## src/rtl/uart_rx_deser.sv

```systemverilog
// UART receive deserializer: oversampled 8-bit LSB-first framing with a one-cycle buffer write strobe.
// Optional even-parity checking is built in when UART_RX_PARITY_EN is defined.
module uart_rx_deser #(
    parameter int BAUD_DIV  = 16,
    parameter int DATA_BITS = 8
) (
    input  logic                 Clk,
    input  logic                 Rst,
    input  logic                 RxD,
    output logic [DATA_BITS-1:0] dataOut,
    output logic                 WR,
    output logic [1:0]           wraddr,
    output logic                 busy,
    output logic                 frame_err,
    output logic                 parity_err
);

    localparam int CW = $clog2(BAUD_DIV);
    localparam int BW = $clog2(DATA_BITS);
    localparam logic [CW-1:0] HALF_M1  = CW'(BAUD_DIV / 2 - 1);
    localparam logic [CW-1:0] FULL_M1  = CW'(BAUD_DIV - 1);
    localparam logic [BW-1:0] LAST_BIT = BW'(DATA_BITS - 1);

    typedef enum logic [2:0] {
        S_IDLE, S_START, S_DATA, S_PARITY, S_STOP, S_BREAK
    } state_t;

    state_t               r_state;
    state_t               w_next;
    logic                 r_sync_p0;
    logic                 r_sync_p1;
    logic [CW-1:0]        r_cnt;
    logic [BW-1:0]        r_bitcnt;
    logic [DATA_BITS-1:0] r_shift;

    logic w_rx;
    logic w_tick_half;
    logic w_tick_full;
    logic w_cnt_clr;
    logic w_shift_en;
    logic w_wr_set;
    logic w_ferr_set;
    logic w_perr_set;
    logic w_par_err;

    assign w_rx        = r_sync_p1;
    assign w_tick_half = (r_cnt == HALF_M1);
    assign w_tick_full = (r_cnt == FULL_M1);

    // State register plus the control/output registers
    always_ff @(posedge Clk) begin
        if (!Rst) begin
            r_state    <= S_IDLE;
            r_sync_p0  <= 1'b1;
            r_sync_p1  <= 1'b1;
            r_cnt      <= '0;
            r_bitcnt   <= '0;
            dataOut    <= '0;
            WR         <= 1'b0;
            wraddr     <= 2'd0;
            frame_err  <= 1'b0;
            parity_err <= 1'b0;
        end else begin
            r_state   <= w_next;
            r_sync_p0 <= RxD;
            r_sync_p1 <= r_sync_p0;
            if (w_cnt_clr)
                r_cnt <= '0;
            else
                r_cnt <= r_cnt + CW'(1);
            if (r_state == S_IDLE)
                r_bitcnt <= '0;
            else if (w_shift_en)
                r_bitcnt <= r_bitcnt + BW'(1);
            WR <= w_wr_set;
            if (w_wr_set)
                dataOut <= r_shift;
            if (WR)
                wraddr <= wraddr + 2'd1;
            frame_err  <= w_ferr_set;
            parity_err <= w_perr_set;
        end
    end

    // Shift right with the new sample at the MSB: the first bit received ends up at bit 0
    always_ff @(posedge Clk) begin
        if (w_shift_en)
            r_shift <= {w_rx, r_shift[DATA_BITS-1:1]};
    end

`ifdef UART_RX_PARITY_EN
    logic r_par_err;
    logic w_par_load;
    assign w_par_load = (r_state == S_PARITY) && w_tick_full;

    always_ff @(posedge Clk) begin
        if (!Rst)
            r_par_err <= 1'b0;
        else if (w_par_load)
            r_par_err <= ^{r_shift, w_rx};
    end
    assign w_par_err = r_par_err;
`else
    assign w_par_err = 1'b0;
`endif

    // Next-state logic
    always_comb begin
        w_next = r_state;
        case (r_state)
            S_IDLE:   if (!w_rx) w_next = S_START;
            S_START:  if (w_tick_half) w_next = w_rx ? S_IDLE : S_DATA;
            S_DATA: begin
                if (w_tick_full && (r_bitcnt == LAST_BIT)) begin
`ifdef UART_RX_PARITY_EN
                    w_next = S_PARITY;
`else
                    w_next = S_STOP;
`endif
                end
            end
            S_PARITY: if (w_tick_full) w_next = S_STOP;
            S_STOP:   if (w_tick_full) w_next = w_rx ? S_IDLE : S_BREAK;
            S_BREAK:  if (w_rx) w_next = S_IDLE;
            default:  w_next = S_IDLE;
        endcase
    end

    // Every sample point also restarts the baud counter
    always_comb begin
        w_cnt_clr  = 1'b0;
        w_shift_en = 1'b0;
        w_wr_set   = 1'b0;
        w_ferr_set = 1'b0;
        w_perr_set = 1'b0;
        busy       = (r_state != S_IDLE);
        case (r_state)
            S_IDLE, S_BREAK: w_cnt_clr = 1'b1;
            S_START:  w_cnt_clr = w_tick_half;
            S_DATA: begin
                w_cnt_clr  = w_tick_full;
                w_shift_en = w_tick_full;
            end
            S_PARITY: w_cnt_clr = w_tick_full;
            S_STOP: begin
                w_cnt_clr  = w_tick_full;
                w_wr_set   = w_tick_full && w_rx && !w_par_err;
                w_ferr_set = w_tick_full && !w_rx;
                w_perr_set = w_tick_full && w_par_err;
            end
            default: w_cnt_clr = 1'b1;
        endcase
    end

endmodule

```

## config.mk

```make
export PLATFORM = sky130hd
export DESIGN_NAME = uart_rx_deser
export DESIGN_NICKNAME = d
export VERILOG_FILES = /design/src/rtl/uart_rx_deser.sv
export SDC_FILE = /design/constraint.sdc
export NUM_CORES = 1
export LEC_CHECK = 0
export BUFFER_PORTS_ARGS = -buffer_cell sky130_fd_sc_hd__buf_2
export CAP_MARGIN = 20
export CORE_MARGIN = 8
export CORE_UTILIZATION = 46
export CTS_CLUSTER_DIAMETER = 150
export DETAILED_ROUTE_END_ITERATION = 12
export PLACE_DENSITY_LB_ADDON = 0.2
export SLEW_MARGIN = 30
export SYNTH_ARGS = -nofsm -noshare
export SYNTH_HDL_FRONTEND = slang
export SYNTH_SLANG_ARGS = --single-unit
export TNS_END_PERCENT = 100
```

## constraint.sdc

```tcl
create_clock -name Clk -period 3.2 [get_ports Clk]
set_clock_uncertainty 0.1 [all_clocks]
set_input_delay 0.32 -clock Clk [delete_from_list [all_inputs] [get_ports Clk]]
set_output_delay 0.32 -clock Clk [all_outputs]
set_load 0.02 [all_outputs]
```

==> metrics.txt <==
status complete, no violations; met3 Use GR 0.0415; drt pass-1 iters 4; Slowest-stage cell, CP or3_2; Core Box Area 2760 sq um; Via Count 867; postcts setup bufs 0; port bufs 15; die height 69.8 um; fraction of layout cells with a size suffix above 1 0.254; Final Wtd Congestion 0.744; R2R Path End r_bitcnt[1]; nets 139; Synth warnings 0; grt total ovfl 0; largest net degree at the start of global routing 15; drt total wl 2240 um; CTS tree done; fin cells 165; Post-Syn Nets 124; CP bufs+invs 1; vias in the first global route 869; fin crit share 0.605; WHS Path Cells 2; worst-case hold slack 0.0747 ns; Global Route Usage Sum 0.0986; PnR Total Power 0.849 mW; Die ar. 4880 sq um; H-Tree Depth 2; cell family with most CP delay simple AND/OR/NAND/NOR gates; share of the synthesized area in the top cell type 0.360; DR vias/cell 5.25; clock latency on the worst-skew pair 0.33 ns; Detail Route Antenna Nets 0; CP Launch Type flip-flop; Post-route DRC 0; Cell Area, Placed 1390 sq um; Relative slew margins 0.611; leakage 0.546 nW; sequential share of the synthesized area 0.540; cts bufs inserted 5; Avg Synthesized Cell Area 11.3 sq um; Crit path largest cell delay 0.54 ns; grt peak-use layer met2; final hold vios 0; placed insts 157; die width 69.8 um; Initial DRC Count 43; most frequent cells after synthesis dfxtp_1 (24), nand2_1 (16), nor2_1 (10); peak supply drop 0.601 mV; initial antenna violation count 0; TritonCTS Sinks 32; post-synthesis cell count 118; Resize count post-CTS 0; CP endpoint kind output port; Critical Path, Cell by Cell or3_2, buf_2; Multi-input gate area 548 sq um; Slew Limit Fails 0; most frequent cell after synthesis dfxtp_1; I/O pin count 17; RR Startpoint r_state[1]; Routed WL per cell 13.5 um; Clock Tree Buf Depth 2; hold-fix buffers at CTS 0; crit path time final 1.94 ns; P&R area growth vs syn 9.94%; Power Density 579 nW/um^2; starting density of the core 0.484; RSZ-0062 raised after global routing no; register area 721 sq um; Final Setup Violations 0; Arrival @ worst endpoint 1.52 ns; clk slew on worst S/H paths 0.10 ns; GR Util met1 0.108; fillcell total 248; total of max-cap violations 0; Worst Setup Path Type flip-flop to output port; Unique masters post-synth 35; first-pass GRT wire length 3950 um; asr flop ratio synth 0; Min-Delay Endpoint r_sync_p0; Worst Tran Pin Value 0.583 ns; met2 GRT Util 0.157; Core Rows 19; Yosys reg bits 32; hpwl dp 1580 um; R2R Setup Slk 1.28 ns; Area contributors post-synth dfxtp_1 (36%), edfxtp_1 (18%), nand2_1 (4.5%); r2r worst-path depth 4; Most used DFF post-synth dfxtp_1; Max Freq 516 MHz; Post-Syn Area 1330 sq um; hold_sp RxD; post-synth top area cell dfxtp_1; HP Class input pin to flip-flop; final instance area 1470 sq um; Post-synth EDFFs 8; # diodes 0; CP max FO 11; setup tns final 0 ns; worst path required time 2.78 ns; root buf cell clkbuf_4
==> power breakdown <==
part	internal (mW)	leakage, nW	switching [mW]
combinational	0.0464	0.239	0.0523
sequential	0.423	0.266	0.0322
clock	0.164	0.0422	0.132
==> worst register-to-register path, cell delays in order (launching register included) <==
cell and delay (ns):
dfxtp_1 0.62, nor2b_4 0.27, nor3b_4 0.54, mux2i_1 0.26, nor2_1 0.05
==> flip-flops by register name, summed over array words and instances, names as in the netlist <==
register and flops:
r_bitcnt 3, r_state 3, r_shift 8, frame_err 1, wraddr 2, r_sync_p0 1
r_cnt 4, r_sync_p1 1, dataOut 8, WR 1
==> how the worst max path moves through the flow <==
stage               startpoint          end  slack, ns  depth (start not counted)
finish              r_state[2]         busy       1.26                          2
global route        r_state[1]  r_bitcnt[1]       1.10                          4
CTS                 r_state[2]         busy       1.26                          2
detailed placement  r_state[1]  r_bitcnt[1]       1.25                          4
global placement    r_state[1]  r_bitcnt[2]       1.35                          4
floorplan             r_cnt[0]   dataOut[0]       1.57                          6
==> cell families after synthesis <==
| logic type | count (synthesis) | share of synthesized area |
|---|---|---|
| mux | 5 | 0.0375 |
| compound gates | 14 | 0.0891 |
| xor+xnor | 5 | 0.0328 |
| other cells | 1 | 0.00281 |
| fa+ha+maj | 3 | 0.0281 |
| buf+inv | 9 | 0.0488 |
| simple gates | 49 | 0.220 |
| flops | 32 | 0.540 |
==> layer usage <==
| metal | routed length, um | share of wire | up-vias |
|---|---|---|---|
| li1 | - | - | 433 |
| met1 | 1040 | 0.47 | 407 |
| met2 | 1010 | 0.45 | 20 |
| met3 | 134 | 0.060 | 7 |
| met4 | 52 | 0.023 | 0 |
| met5 | 0 | 0 | - |
==> cell usage in the layout (no fill, tap or decap), types with 3 or more instances in the layout <==
cell type / count
clkbuf_4: 5
buf_2: 15
nor2_1: 10
nand3_1: 9
xnor2_1: 3
dfxtp_1: 24
ha_1: 3
a21oi_1: 8
nand2_1: 16
edfxtp_1: 8
mux2i_1: 5
==> per-stage QoR <==
stage,utilization,setup WS [ns]
2_1_floorplan,-,1.57
3_3_place_gp,0.504,1.35
3_5_place_dp,0.504,1.25
4_1_cts,0.532,1.26
5_1_grt,0.532,1.10
6_report,0.532,1.26
==> final cells by class <==
type	count	area share
clock buffer	6	0.0282
clock inverter	2	0.0239
inverter	2	0.00512
multi-input combinational	77	0.374
sequential	32	0.491
tap	31	0.0265
timing repair buffer	15	0.0512
Note: power is estimated with default switching activity, not from simulation.
